<file path="config.mk">
export PLATFORM = sky130hd
export DESIGN_NAME = carbonio_irq_ctrl
export DESIGN_NICKNAME = d
export VERILOG_FILES = /design/src/rtl/carbonio_pkg.sv /design/src/rtl/carbonio_irq_prio_enc.sv /design/src/rtl/carbonio_irq_ctrl.sv
export SDC_FILE = /design/constraint.sdc
export NUM_CORES = 1
export LEC_CHECK = 0
export CORE_MARGIN = 10
export CORE_UTILIZATION = 39
export DETAILED_ROUTE_END_ITERATION = 8
export PLACE_DENSITY = 0.86
export SKIP_CTS_REPAIR_TIMING = 1
export SLEW_MARGIN = 20
export SYNTH_ARGS = -nofsm -noshare
export SYNTH_HDL_FRONTEND = slang
export SYNTH_SLANG_ARGS = --single-unit
</file>
<file path="constraint.sdc">
create_clock -name clk -period 1.3 [get_ports clk]
set_input_delay 0.13 -clock clk [delete_from_list [all_inputs] [get_ports clk]]
set_output_delay 0.13 -clock clk [all_outputs]
set_load 0.05 [all_outputs]
</file>
<file path="src/rtl/carbonio_pkg.sv">
// CarbonIO shared constants: interrupt source indices, compat-window register
// offsets for the interrupt controller, and the interrupt ID width.
package carbonio_pkg;

  // Interrupt source indices (fixed priority, lowest index wins)
  localparam int CARBONIO_IRQ_SRC_UART_RX = 0;
  localparam int CARBONIO_IRQ_SRC_UART_TX = 1;
  localparam int CARBONIO_IRQ_SRC_PIO0    = 2;
  localparam int CARBONIO_IRQ_SRC_PIO1    = 3;
  localparam int CARBONIO_IRQ_SRC_TIMER0  = 4;
  localparam int CARBONIO_IRQ_SRC_TIMER1  = 5;
  localparam int CARBONIO_IRQ_N_SRC       = 6;

  // Compat-window register offsets
  localparam logic [31:0] CARBONIO_COMPAT_IRQ_ENABLE_OFF  = 32'h70;
  localparam logic [31:0] CARBONIO_COMPAT_IRQ_PENDING_OFF = 32'h74;
  localparam logic [31:0] CARBONIO_COMPAT_IRQ_MASK_OFF    = 32'h78;
  localparam logic [31:0] CARBONIO_COMPAT_IRQ_HOLDOFF_OFF = 32'h7C;

  localparam int CARBONIO_IRQ_ID_W = 5;

  // Every source is rising-edge triggered unless a build overrides it
  localparam logic [CARBONIO_IRQ_N_SRC-1:0] CARBONIO_IRQ_SRC_EDGE_DFLT = 6'b111111;

endpackage

</file>
<file path="src/rtl/carbonio_irq_prio_enc.sv">
// Lowest-set-bit priority encoder: bit 0 has the highest priority.
// Ports:
//   vec_i    N-bit request vector
//   idx_o    index of the lowest set bit (0 when nothing is set)
//   valid_o  at least one bit of vec_i is set
module carbonio_irq_prio_enc #(
  parameter int N    = 6,
  parameter int ID_W = 5
) (
  input  logic [N-1:0]    vec_i,
  output logic [ID_W-1:0] idx_o,
  output logic            valid_o
);

  // Scan downward so the last hit, which is the lowest index, is what remains
  always_comb begin
    idx_o   = '0;
    valid_o = 1'b0;
    for (int i = N - 1; i >= 0; i--) begin
      if (vec_i[i]) begin
        idx_o   = ID_W'(i);
        valid_o = 1'b1;
      end
    end
  end

endmodule

</file>
<file path="src/rtl/carbonio_irq_ctrl.sv">
// CarbonIO interrupt controller. Latches per-source events into a pending
// register, gates them with enable and mask, and drives one registered
// interrupt line plus the lowest-index active source ID to the CPU.
//
// Registers (byte offsets in the compat window):
//   0x70 ENABLE   event capture enable per source
//   0x74 PENDING  pending events, write-1-to-clear
//   0x78 MASK     1 = source masked from irq_o (reset all ones)
//   0x7C HOLDOFF  post-ack interrupt holdoff cycles, only with the
//                 CARBONIO_IRQ_COALESCE_EN build macro; unmapped otherwise
//
// Ports:
//   clk, rst              core clock, asynchronous active-high reset
//   src_i                 raw source requests (synchronous to clk)
//   reg_wr_i/reg_rd_i     single-cycle register strobes
//   reg_addr_i/wdata_i    register offset and write data
//   reg_rdata_o/rvalid_o  registered read data, valid pulse 1 cycle after rd
//   irq_o                 interrupt request
//   irq_id_o/valid_o      lowest-index active source
//   irq_ack_i/ack_id_i    claim acknowledge, clears that source's pending bit
module carbonio_irq_ctrl
  import carbonio_pkg::*;
#(
  parameter int               N_SRC    = CARBONIO_IRQ_N_SRC,
  parameter logic [N_SRC-1:0] SRC_EDGE = N_SRC'(CARBONIO_IRQ_SRC_EDGE_DFLT)
) (
  input  logic                         clk,
  input  logic                         rst,
  input  logic [N_SRC-1:0]             src_i,
  input  logic                         reg_wr_i,
  input  logic                         reg_rd_i,
  input  logic [7:0]                   reg_addr_i,
  input  logic [31:0]                  reg_wdata_i,
  output logic [31:0]                  reg_rdata_o,
  output logic                         reg_rvalid_o,
  output logic                         irq_o,
  output logic [CARBONIO_IRQ_ID_W-1:0] irq_id_o,
  output logic                         irq_id_valid_o,
  input  logic                         irq_ack_i,
  input  logic [CARBONIO_IRQ_ID_W-1:0] irq_ack_id_i
);

  localparam int         ID_W        = CARBONIO_IRQ_ID_W;
  localparam logic [7:0] OFF_ENABLE  = CARBONIO_COMPAT_IRQ_ENABLE_OFF[7:0];
  localparam logic [7:0] OFF_PENDING = CARBONIO_COMPAT_IRQ_PENDING_OFF[7:0];
  localparam logic [7:0] OFF_MASK    = CARBONIO_COMPAT_IRQ_MASK_OFF[7:0];

  logic [N_SRC-1:0] enable_q, enable_d;
  logic [N_SRC-1:0] pending_q, pending_d;
  logic [N_SRC-1:0] mask_q, mask_d;
  logic [N_SRC-1:0] src_prev_q;
  logic [N_SRC-1:0] evt, set_vec, clr_vec, active;

  logic [31:0]      rdata_q, rdata_d;
  logic             rvalid_q;
  logic             irq_q, irq_d;
  logic             id_valid_q, id_valid_d;
  logic [ID_W-1:0]  id_q, id_d;

  logic [ID_W-1:0]  enc_idx;
  logic             enc_valid;
  logic             hold_zero;

  // Upper write-data bits are architecturally ignored
  logic unused_wdata;
  assign unused_wdata = ^reg_wdata_i;

  // Event capture and pending update. Set is OR'ed in after the clear so a
  // same-cycle set beats a W1C or ack on the same bit.
  always_comb begin
    evt     = (src_i & ~src_prev_q & SRC_EDGE) | (src_i & ~SRC_EDGE);
    set_vec = evt & enable_q;

    clr_vec = '0;
    if (reg_wr_i && (reg_addr_i == OFF_PENDING)) begin
      clr_vec = reg_wdata_i[N_SRC-1:0];
    end
    // Out-of-range ack IDs match no source and so are dropped here
    for (int i = 0; i < N_SRC; i++) begin
      if (irq_ack_i && (irq_ack_id_i == ID_W'(i))) begin
        clr_vec[i] = 1'b1;
      end
    end

    pending_d = (pending_q & ~clr_vec) | set_vec;

    enable_d = enable_q;
    if (reg_wr_i && (reg_addr_i == OFF_ENABLE)) begin
      enable_d = reg_wdata_i[N_SRC-1:0];
    end

    mask_d = mask_q;
    if (reg_wr_i && (reg_addr_i == OFF_MASK)) begin
      mask_d = reg_wdata_i[N_SRC-1:0];
    end
  end

  assign active = pending_q & ~mask_q;

  carbonio_irq_prio_enc #(
    .N    (N_SRC),
    .ID_W (ID_W)
  ) u_prio_enc (
    .vec_i   (active),
    .idx_o   (enc_idx),
    .valid_o (enc_valid)
  );

`ifdef CARBONIO_IRQ_COALESCE_EN
  localparam logic [7:0] OFF_HOLDOFF = CARBONIO_COMPAT_IRQ_HOLDOFF_OFF[7:0];

  logic [15:0] holdoff_q, holdoff_d;
  logic [15:0] hold_cnt_q, hold_cnt_d;

  // Every ack reloads the down-counter; it parks at zero
  always_comb begin
    holdoff_d = holdoff_q;
    if (reg_wr_i && (reg_addr_i == OFF_HOLDOFF)) begin
      holdoff_d = reg_wdata_i[15:0];
    end
    hold_cnt_d = hold_cnt_q;
    if (irq_ack_i) begin
      hold_cnt_d = holdoff_q;
    end else if (hold_cnt_q != 16'd0) begin
      hold_cnt_d = hold_cnt_q - 16'd1;
    end
  end

  assign hold_zero = (hold_cnt_q == 16'd0);

  always_ff @(posedge clk or posedge rst) begin
    if (rst) begin
      holdoff_q  <= '0;
      hold_cnt_q <= '0;
    end else begin
      holdoff_q  <= holdoff_d;
      hold_cnt_q <= hold_cnt_d;
    end
  end
`else
  assign hold_zero = 1'b1;
`endif

  // Read mux samples register state before this cycle's update, so a
  // same-cycle write to the read address returns the old value.
  always_comb begin
    rdata_d = '0;
    if (reg_rd_i) begin
      case (reg_addr_i)
        OFF_ENABLE:  rdata_d[N_SRC-1:0] = enable_q;
        OFF_PENDING: rdata_d[N_SRC-1:0] = pending_q;
        OFF_MASK:    rdata_d[N_SRC-1:0] = mask_q;
`ifdef CARBONIO_IRQ_COALESCE_EN
        OFF_HOLDOFF: rdata_d[15:0] = holdoff_q;
`endif
        default:     rdata_d = '0;
      endcase
    end
  end

  always_comb begin
    irq_d      = enc_valid & hold_zero;
    id_valid_d = enc_valid & hold_zero;
    id_d       = enc_idx;
  end

  always_ff @(posedge clk or posedge rst) begin
    if (rst) begin
      enable_q   <= '0;
      pending_q  <= '0;
      mask_q     <= '1;
      src_prev_q <= '0;
      rdata_q    <= '0;
      rvalid_q   <= 1'b0;
      irq_q      <= 1'b0;
      id_valid_q <= 1'b0;
      id_q       <= '0;
    end else begin
      enable_q   <= enable_d;
      pending_q  <= pending_d;
      mask_q     <= mask_d;
      src_prev_q <= src_i;
      rdata_q    <= rdata_d;
      rvalid_q   <= reg_rd_i;
      irq_q      <= irq_d;
      id_valid_q <= id_valid_d;
      id_q       <= id_d;
    end
  end

  assign reg_rdata_o    = rdata_q;
  assign reg_rvalid_o   = rvalid_q;
  assign irq_o          = irq_q;
  assign irq_id_o       = id_q;
  assign irq_id_valid_o = id_valid_q;

endmodule
</file>
==> results.md, run 1 <==
- The run finished with clean final reports.
- Once layout is done, the placed cells without fillers occupy 2540 µm².
- The worst setup path is launched from a primary input.
- The floorplan die height is 88.3 µm.
- For this block, wires on met1 add up to 1.65 mm.
- The first global-routing pass estimated 7.05 mm of wire.
- The net load switching power is 1.19 mW.
- The worst reg2reg path startpoint is mask_q[3].
- The endpoint required time on the critical path is 1480 ps.
- The first TritonRoute pass finished after 4 iterations.
- Summed over all nets, wire length on met2 after detailed routing comes to 2.41 mm.
- The filler cells instantiated in the layout total 356.
- The number of max-slew violations in the final report is 0.
- Row generation in the floorplan step produced 24 rows.
- In this run, flip-flops and latches consume 39.7% of the power.
- The clock network is responsible for 24.9% of the overall power.
- The total length of routed met3 wires is 295 µm.
- The clock sink count is 35.
- The finished layout holds 266 standard cells, fillers aside.
- The internal power of the cells is 2.24 mW.
- The layout net count is 269.
- Once detail routing completed, the nets flagged for antenna violations numbered 0.
- The post-layout minimum cycle time is 1290 ps.
- Dividing total power by cell area gives a power density of 1350 nW/µm².
- Across all hold checks on the routed design, the worst slack comes to 183 ps.
- The floorplan die width is 88.3 µm.
- The post-synthesis instance area is 1820 µm².
- Setup repair after global routing could not meet its margin everywhere.
- The final-report setup violation count is 0.
- Walking the worst path, the cells encountered are clkdlybuf4s50_1, or4b_4, o21ai_2, a31oi_1, a31o_1.
- The H-tree was split into 2 levels.
- The repair_antennas step left the layout with diodes totalling 0.
- The signal arrival time at the worst endpoint is 1470 ps.
- The number of cell instances on the worst register-to-register path is 4.
- The proportion of total power due to net switching is 34.7%.
- The number of global-route vias before repair came to 1,466.
- The via-per-instance ratio is 4.75.
- The maximum clock frequency is 774 MHz.
- The global route total overflow is 0.
- Summing all placed instances gives a cell area of 2380 µm².
- The root cell of the clock tree is sky130_fd_sc_hd__clkbuf_8.
- The kind of critical path is in2reg.
- The clock buffer count from CTS is 5.
- The detailed router used layers up to and including met4.
- The clock tree from TritonCTS is built.
- The initial antenna violation count came to 0.
- The total area inside the core boundary comes to 4440 µm².
- The count of synthesis-stage warnings from yosys is 0.
- At the later pin of the worst-skew pair, clock insertion delay measures 290 ps.
- Entering global routing, the biggest net connects 36 pins.
- The area of the die is 7790 µm².
- The slowest stage of the critical path belongs to the cell sky130_fd_sc_hd__or4b_4.
- The final-layout setup total negative slack is 0 ps.
- After clock tree synthesis, the clock-pin slew on the worst setup and hold paths is 70 ps.
- The placed cell count is 258.
- At the end of routability-driven placement, the weighted congestion stood at 0.891.
- The worst path uses 99.3% of the clock period.
- STA classifies the critical path endpoint as a register.
- Dividing the synthesized area by the synthesized cell count gives 11.4 µm².
- The slack of the worst reg-to-reg path is 210 ps.
- Across the routed clock network, the largest skew measured is 7.68 ps.
- Cells with a size suffix above 1 make up 26.6% of the layout.
- The initial cell density of the core is 40.9%.
- The maximum fanout encountered on the critical timing path is 2.
- The growth of design area from synthesis to finish is 39.7%.
- The number of vias in the routed layout is 1,263.
- The tool flagged a number of max-cap violations equal to 0.
- In the global route stage, overall resource usage came out at 11.5%.
- The wire length after detailed routing is 4.42 mm.
- The post-synthesis instance total is 160.
- The number of buffers on the longest clock path is 2.
- The peak supply drop is 0.722 mV.
- In this run, synthesis produced a sequential element count of 35.
- The total count of hold-check failures in the final report is 0.
- The worst hold path belongs to the class in2async.
- The worst register-to-register path ends at irq_id_o[0].
- The count of pins on the block boundary is 96.
- The detailed router finished its first iteration with 96 violations.
- Once detailed placement completed, the half-perimeter wirelength came to 3.56 mm.
- In the final routed layout, each cell accounts on average for 16.6 µm.
- The number of different library cells used by synthesis comes to 34.
- The leakage power is 1.24 nW.
- Per report_power, the combinational group accounts for 35.4% of the total.
- For this run, the register share of the synthesized area comes to 48.6%.
- For this run, design rule violations remaining after detail routing come to 0.
- On the worst path, the slowest cell contributes a delay of 500 ps.
- Cells fill 57.1% of the core in the end.
- The number of buffers added on ports is 41.
## flip-flops by register name, indices dropped and copies added (netlist names)
register / cells
enable_q: 6
reg_rdata_o: 6
reg_rvalid_o: 1
mask_q: 6
src_prev_q: 6
irq_id_o: 3
irq_id_valid_o: 1
pending_q: 6
## power groups by stage
| stage | sequential [mW] | clock, mW | combinational (mW) |
|---|---|---|---|
| after global routing | 1.37 | 0.934 | 1.29 |
| after floorplan | 1.50 | 0 | 0.604 |
| after detailed placement | 1.37 | 0 | 1.20 |
| after CTS | 1.35 | 0.873 | 1.21 |
| final | 1.36 | 0.855 | 1.21 |
| after global placement | 1.36 | 0 | 1.18 |
## cell usage in the layout, fill, tap and decap left out, types with 2 or more instances in the layout
| cell | count |
|---|---|
| sky130_fd_sc_hd__dfrtp_1 | 29 |
| sky130_fd_sc_hd__clkbuf_8 | 7 |
| sky130_fd_sc_hd__nand3_1 | 3 |
| sky130_fd_sc_hd__buf_12 | 15 |
| sky130_fd_sc_hd__a31o_1 | 3 |
| sky130_fd_sc_hd__buf_4 | 7 |
| sky130_fd_sc_hd__nor2b_1 | 5 |
| sky130_fd_sc_hd__mux2_4 | 12 |
| sky130_fd_sc_hd__clkdlybuf4s50_1 | 21 |
| sky130_fd_sc_hd__a21oi_1 | 7 |
| sky130_fd_sc_hd__mux2i_1 | 6 |
| sky130_fd_sc_hd__dlymetal6s2s_1 | 8 |
| sky130_fd_sc_hd__nor2_1 | 15 |
| sky130_fd_sc_hd__o21ai_0 | 3 |
| sky130_fd_sc_hd__inv_1 | 4 |
| sky130_fd_sc_hd__nand2_8 | 2 |
| sky130_fd_sc_hd__a31oi_1 | 3 |
| sky130_fd_sc_hd__and3_1 | 2 |
| sky130_fd_sc_hd__nor2_2 | 2 |
| sky130_fd_sc_hd__nand2b_1 | 4 |
| sky130_fd_sc_hd__conb_1 | 28 |
| sky130_fd_sc_hd__dfstp_2 | 6 |
| sky130_fd_sc_hd__nand2_1 | 4 |
## Yosys cell counts
| library cell | instances | area [µm²] |
|---|---|---|
| sky130_fd_sc_hd__a21oi_1 | 7 | 35.0 |
| sky130_fd_sc_hd__a31o_1 | 3 | 26.3 |
| sky130_fd_sc_hd__a31oi_1 | 3 | 18.8 |
| sky130_fd_sc_hd__a32o_1 | 1 | 10.0 |
| sky130_fd_sc_hd__and2_1 | 1 | 6.26 |
| sky130_fd_sc_hd__and2b_1 | 1 | 7.51 |
| sky130_fd_sc_hd__and2b_4 | 1 | 10.0 |
| sky130_fd_sc_hd__and3_1 | 3 | 18.8 |
| sky130_fd_sc_hd__and4b_1 | 1 | 10.0 |
| sky130_fd_sc_hd__buf_4 | 31 | 233 |
| sky130_fd_sc_hd__buf_6 | 1 | 11.3 |
| sky130_fd_sc_hd__conb_1 | 1 | 3.75 |
| sky130_fd_sc_hd__dfrtp_1 | 29 | 726 |
| sky130_fd_sc_hd__dfstp_2 | 6 | 158 |
| sky130_fd_sc_hd__inv_1 | 4 | 15.0 |
| sky130_fd_sc_hd__mux2_4 | 12 | 180 |
| sky130_fd_sc_hd__mux2i_1 | 6 | 60.1 |
| sky130_fd_sc_hd__nand2_1 | 4 | 15.0 |
| sky130_fd_sc_hd__nand2_8 | 2 | 40.0 |
| sky130_fd_sc_hd__nand2b_1 | 4 | 25.0 |
| sky130_fd_sc_hd__nand3_1 | 3 | 15.0 |
| sky130_fd_sc_hd__nand3b_1 | 1 | 7.51 |
| sky130_fd_sc_hd__nand4_1 | 1 | 6.26 |
| sky130_fd_sc_hd__nand4bb_1 | 1 | 11.3 |
| sky130_fd_sc_hd__nor2_1 | 16 | 60.1 |
| sky130_fd_sc_hd__nor2_2 | 1 | 6.26 |
| sky130_fd_sc_hd__nor2b_1 | 5 | 31.3 |
| sky130_fd_sc_hd__nor3_1 | 1 | 5.00 |
| sky130_fd_sc_hd__nor4b_1 | 1 | 8.76 |
| sky130_fd_sc_hd__o21ai_0 | 3 | 15.0 |
| sky130_fd_sc_hd__o21ai_1 | 2 | 10.0 |
| sky130_fd_sc_hd__o22ai_1 | 1 | 6.26 |
| sky130_fd_sc_hd__o31ai_1 | 2 | 15.0 |
| sky130_fd_sc_hd__or4b_1 | 1 | 10.0 |
## logic make-up (layout without fill, tap and decap cells)
logic type	Yosys count	in the layout	synth area share (%)
AND/OR/NAND/NOR	48	48	16.2
buffers and inverters	36	63	14.3
flip-flops	35	35	48.6
AO/OA/AOI/OAI	22	22	7.51
multiplexers	18	18	13.2
other	1	28	0.206
## through the flow
| stage | setup slack [ps] | power [mW] |
|---|---|---|
| after floorplan | 131 | 2.10 |
| after global placement | -332 | 2.54 |
| after detailed placement | -419 | 2.57 |
| after CTS | -122 | 3.43 |
| after global routing | -15.6 | 3.60 |
| final | 8.49 | 3.43 |
## layout make-up
cell class	instances	area, µm²	area share (%)
Sequential cell	35	883	34.8
Multi-Input combinational cell	116	811	32.0
Timing Repair Buffer	51	663	26.1
Clock buffer	8	100	3.94
Tap cell	52	65.1	2.56
Inverter	4	15.0	0.592
## layer usage
layer | vias up | global-route usage (%)
met5 | - | 0
met4 | 0 | 4.55
met3 | 5 | 4.41
met2 | 45 | 21.5
met1 | 619 | 11.2
li1 | 594 | -
## how the worst max path moves through the flow
stage,from,endpoint,slack (ps),cells past startpoint
2_1_floorplan,reg_addr_i[7],enable_q[0],130,5
3_3_place_gp,reg_addr_i[5],enable_q[3],-330,6
3_5_place_dp,irq_ack_id_i[3],pending_q[0],-420,4
4_1_cts,irq_ack_id_i[3],pending_q[0],-120,4
5_1_grt,irq_ack_i,pending_q[1],-20,5
6_report,irq_ack_i,pending_q[1],8,5
## worst max-delay path: cells and delay by family
kind	cells	cell delay, ps
buffers and inverters	1	470
AND/OR/NAND/NOR	1	500
AO/OA/AOI/OAI	3	380
Power figures use the tool's default switching activity.
==> inputs of run 2 (changes only) <==
CORE_UTILIZATION = 40   (was 39)
PLACE_DENSITY = 0.87   (was 0.86)
clock period = 1.6 ns   (was 1.3 ns; I/O delays follow)
==> results.md, run 2 (same netlist as run 1, synthesis figures left out) <==
- The flow ran to the end, and the final reports show no timing, DRC or antenna violations.
- The routed layout has 1,212 vias.
- Setup repair after global routing left no endpoint under its margin.
- The violation count after the first detailed-routing iteration is 61.
- Summed over all nets, the half-perimeter wirelength after detailed placement is 3.28 mm.
- Entering global routing, the biggest net connects 36 pins.
- The total cell area at the placement stage is 2190 µm².
- The clock-pin slew of the registers on the worst-case setup and hold paths is 70 ps.
- After global routing the overflow that remains totals 0.
- The element type at the critical path end is a register.
- The max-cap violation count is 0.
- The number of standard cells in the layout, taps in and fillers out is 264.
- The clock tree synthesis step divided the H-tree into 2 levels.
- The initial antenna violation count is 0.
- During placement, the flow inserted port buffers numbering 41.
- The placed cell count is 256.
- Setup violations remaining at the end of the flow were counted as 0.
- During I/O placement, the number of pins put on the boundary was 96.
- The peak supply drop is 0.463 mV.
- The routed design has 3.99 mm of wire.
- The number of max-slew violations in the final report is 0.
- TritonCTS built the clock tree.
- In this run the horizontal extent of the chip is 87.4 µm.
- The layout net count is 267.
- The detail route stage leaves a number of antenna-violating nets equal to 0.
- The design draws 2.56 mW.
- The summed area of non-filler cells in the final layout is 2290 µm².
- The die is 87.4 µm tall.
- Power spread over the standard cell area amounts to 1120 nW/µm².
- The first global-routing pass estimated 6.55 mm of wire.
- The initial cell density of the core is 41.4%.
- The final antenna diode count is 0.
- The via-per-instance ratio is 4.59.
- Relative to the synthesized area, the layout overhead comes to 26.2%.
- Summed over all cells, the static leakage comes to 1.10 nW.
- The path class of the tightest hold or removal check is in2async.
- Global routing used 10.8% of the available tracks.
- Dividing the detail-routed wire length by the instance count gives 15.1 µm.
- The total count of hold-check failures in the final report came to 0.
- Leaving out fill and tap cells, the most frequent cells in the layout are 29 x sky130_fd_sc_hd__dfrtp_1, 29 x sky130_fd_sc_hd__clkdlybuf4s50_1, 28 x sky130_fd_sc_hd__conb_1.
- Across all setup checks in the final design, the least slack found is 177 ps.
- The root cell of the clock tree is sky130_fd_sc_hd__clkbuf_8.
- STA puts the critical path data required time at 1770 ps.
- The congestion estimate from routability-driven global placement came to 0.811.
- The share of cells above drive strength 1 is 23.1%.
- The core outline area is 4380 µm².
- The final worst-path cycle share is 88.9%.
- CTS saw 35 sinks.
- Counting along the longest clock path gives a buffer depth of 2.
- The area of the die is 7640 µm².
- The first TritonRoute pass finished after 4 iterations.
- Data arrives at the worst endpoint at 1600 ps.
- The smallest clock period supported by the final layout is computed as 1420 ps.
- The worst setup skew after layout is 6.56 ps.
- The residual DRC count is 0.
- The initialized floorplan defines 24 standard-cell rows.
- The maximum clock frequency is 703 MHz.
- The type of element launching the critical path is a primary input.
- The clock buffer count from CTS is 5.
- The kind of critical path is in2reg.
- The insertion delay of the later-clocked pin in the worst-skew pair is 290 ps.
- The maximum fanout encountered on the critical timing path is 8.
- The number of global-route vias before repair is 1,365.
- The layout has 407 filler cells.
- For the final routed database, the setup TNS stands at 0 ps.
- The minimum setup slack after placement is -138 ps.
==> run 2: layout make-up <==
| cell class | instances | area [µm²] | area share, % |
|---|---|---|---|
| Sequential cell | 35 | 883 | 38.5 |
| Multi-Input combinational cell | 116 | 776 | 33.8 |
| Timing Repair Buffer | 49 | 453 | 19.8 |
| Clock buffer | 8 | 100 | 4.37 |
| Tap cell | 52 | 65.1 | 2.84 |
| Inverter | 4 | 15.0 | 0.655 |
==> run 2: metrics by stage <==
step | hold slack, ps | util, %
global route | 316 | 52.3
CTS | 294 | 52.3
finish | 278 | 52.3
global placement | 403 | 50.0
floorplan | 191 | -
detailed placement | 413 | 50.0
==> run 2: routing by layer <==
metal  GRT usage (%)  wire [µm]  vias to the layer above
met3            4.12        345                       10
met1            11.7       1480                      569
met4            4.93         95                        0
met5               0          0                        -
met2            18.3       2070                       42
li1                -          -                      591
==> run 2: worst max-delay path, stage by stage <==
cell                              delay, ps
sky130_fd_sc_hd__clkdlybuf4s50_1        460
sky130_fd_sc_hd__and4b_1                220
sky130_fd_sc_hd__and3_1                 210
sky130_fd_sc_hd__buf_12                 150
sky130_fd_sc_hd__nand2_8                 90
sky130_fd_sc_hd__mux2_4                 310
==> run 2: where the power goes <==
group          switching (mW)  internal (mW)  leakage, nW
Sequential             0.0642          0.995        0.438
Clock                   0.295          0.392       0.0515
Combinational           0.542          0.273        0.610
==> run 2: final timing paths <==
kind / endpoint / slack, ps / start / cells past startpoint
setup / recovery: enable_q[5] / 180 / reg_addr_i[5] / 6
hold / removal: reg_rvalid_o / 280 / rst / 3
setup reg to reg: irq_id_valid_o / 530 / mask_q[5] / 3
hold reg to reg: pending_q[0] / 430 / src_prev_q[0] / 1
max in group asynchronous: mask_q[3] / 980 / rst / 3
min in group clk: src_prev_q[3] / 340 / src_i[3] / 1
==> inputs of run 3 (changes only) <==
CORE_UTILIZATION = 39   (was 40)
PLACE_DENSITY = 0.86   (was 0.87)
clock period = 1.37 ns   (was 1.6 ns; I/O delays follow)
==> results.md, run 3 (same netlist as run 1, synthesis figures left out) <==
- The HPWL reported at the end of detailed placement is 3.49 mm.
- The number of buffers on the longest clock path is 2.
- The initial antenna violation count was 0.
- The worst path needs 1330 ps of the cycle, external delays included.
- The weighted congestion at the end of routability-driven global placement is 0.882.
- The worst setup path is launched from a primary input.
- Once the floorplan was initialized, standard cells occupied 40.9% of the core.
- The summed area of non-filler cells in the final layout is 2430 µm².
- The endpoint required time on the critical path is 1540 ps.
- In this run the worst hold path is classified as in2async.
- The clock buffer count from CTS is 5.
- The sequential cell area in the final layout is 883 µm².
- Clock-pin slew was measured on the worst setup and hold paths at 70 ps.
- The layout net count is 269.
- The largest single stage delay on the critical path is 530 ps.
- 0 antenna diodes ended up in the layout.
- The signal arrival time at the worst endpoint is 1500 ps.
- The number of max-slew violations in the final report is 0.
- In this run the worst setup path begins at irq_ack_id_i[4].
- In this run, the number of DRC markers left after iteration 0 of detailed routing was 79.
- After detailed routing, the number of vias per cell comes to 4.77.
- The root cell of the clock tree is sky130_fd_sc_hd__clkbuf_8.
- For the final database, setup skew stands at 7.54 ps.
- The insertion delay of the later-clocked pin in the worst-skew pair is 280 ps.
- Global routing used 11.3% of the available tracks across all layers.
- Derived from the worst setup path, the maximum achievable clock frequency is 750 MHz.
- In this run the worst path has a maximum fanout of 3.
- The number of global-route vias before repair is 1,409.
- Walking the worst path, the cells encountered are clkdlybuf4s50_1, or4b_4, o21ai_2, a31oi_1, a31o_1.
- Summed over all layers, the routed wires come to 4.29 mm.
- The floorplan die width is 88.3 µm.
- The die covers 7790 µm².
- The floorplan die height is 88.3 µm.
- The standard cell with the maximum stage delay on the critical path is sky130_fd_sc_hd__or4b_4.
- IR analysis of the VDD net gives a maximum drop of 0.637 mV.
- The final worst-path cycle share is 97.3%.
- The worst setup path is of the in2reg kind.
- Entering global routing, the biggest net connects 36 pins.
- The number of H-tree levels is 2.
- The total cell area at the placement stage is 2320 µm².
- The leakage power is 1.19 nW.
- The tool flagged a number of max-cap violations equal to 0.
- In this run the standard cell core region covers 4440 µm².
- The final-report setup violation count is 0.
- During I/O placement, the number of pins put on the boundary was 96.
- The number of buffers added on ports is 41.
- The kind of cell with the highest combined delay on the critical path is simple AND/OR/NAND/NOR gates.
- The power per standard cell area is 1290 nW/µm².
- The clock sink count is 35.
- The library cell used most frequently in the layout, excluding fill and tap cells, is sky130_fd_sc_hd__dfrtp_1.
- TritonCTS built the clock tree.
- Of the cells placed in the final design, the portion with a size suffix greater than 1 is 24.8%.
- Leaving out fill and tap cells, the most frequent cells in the layout are 29 x sky130_fd_sc_hd__dfrtp_1, 28 x sky130_fd_sc_hd__conb_1, 23 x sky130_fd_sc_hd__clkdlybuf4s50_1.
- The worst reg2reg path startpoint is mask_q[2].
- The number of buffers and inverters on the critical path is 1.
- The routed layout has 1,269 vias.
- The number of filler instances in the final layout is 384.
- The number of core rows is 24.
- The multi-input combinational cells in the finished layout cover a total of 795 µm².
- The total count of hold-check failures in the final report is 0.
- The count of TritonRoute iterations in the first routing pass is 4.
- STA classifies the critical path endpoint as a register.
- The run finished with clean final reports.
- The first global-routing pass estimated 6.80 mm of wire.
- Dividing the detail-routed wire length by the instance count gives 16.1 µm.
- Relative to the synthesized area, the layout overhead comes to 34.0%.
- The global route total overflow is 0.
- The detail route stage leaves a number of antenna-violating nets equal to 0.
- The power after layout is 3.13 mW.
- The residual DRC count is 0.
==> run 3: layout make-up <==
cell class	count	share of cell area (%)
Clock buffer	8	3.29
Tap cell	52	2.67
Sequential cell	35	36.3
Inverter	4	0.617
Timing Repair Buffer	51	24.5
Multi-Input combinational cell	116	32.6
==> run 3: where the power goes <==
group / total [mW] / switching [mW] / internal (mW)
clock: 0.716 / 0.355 / 0.361
sequential: 1.28 / 0.117 / 1.16
combinational: 1.13 / 0.641 / 0.493
total: 3.13 / 1.11 / 2.02
==> run 3: final timing paths <==
kind | slack (ps) | depth (start not counted) | end
min in group clk | 320 | 1 | src_prev_q[2]
max in group asynchronous | 920 | 3 | mask_q[1]
worst max register to register | 310 | 3 | irq_id_valid_o
worst max-delay path | 40 | 5 | pending_q[1]
worst min register to register | 430 | 1 | pending_q[0]
worst min-delay path | 200 | 3 | reg_rdata_o[5]
==> run 3: worst reg2reg max path: stages (launching register included) <==
cell and delay (ps):
sky130_fd_sc_hd__dfstp_2 540, sky130_fd_sc_hd__nand2b_1 140, sky130_fd_sc_hd__and2_1 170, sky130_fd_sc_hd__nand3_1 90
==> run 3: stage by stage <==
stage               TNS [ps]  setup WS [ps]  util, %  cells  hold WS (ps)
floorplan                  0            194        -    187           168
global placement       -4640           -272     52.2    258           402
detailed placement     -5570           -329     52.2    258           429
CTS                     -221          -38.3     54.0    266           197
global route           -21.8          -21.8     54.8    266           233
finish                     0           36.8     54.8    266           196
==> run 3: layer usage <==
layer | GRT usage (%) | share of wire, % | vias to the layer above
li1 | - | - | 597
met1 | 11.7 | 38 | 613
met2 | 20.0 | 52 | 52
met3 | 4.23 | 8.1 | 7
met4 | 5.14 | 1.8 | 0
met5 | 0 | 0 | -
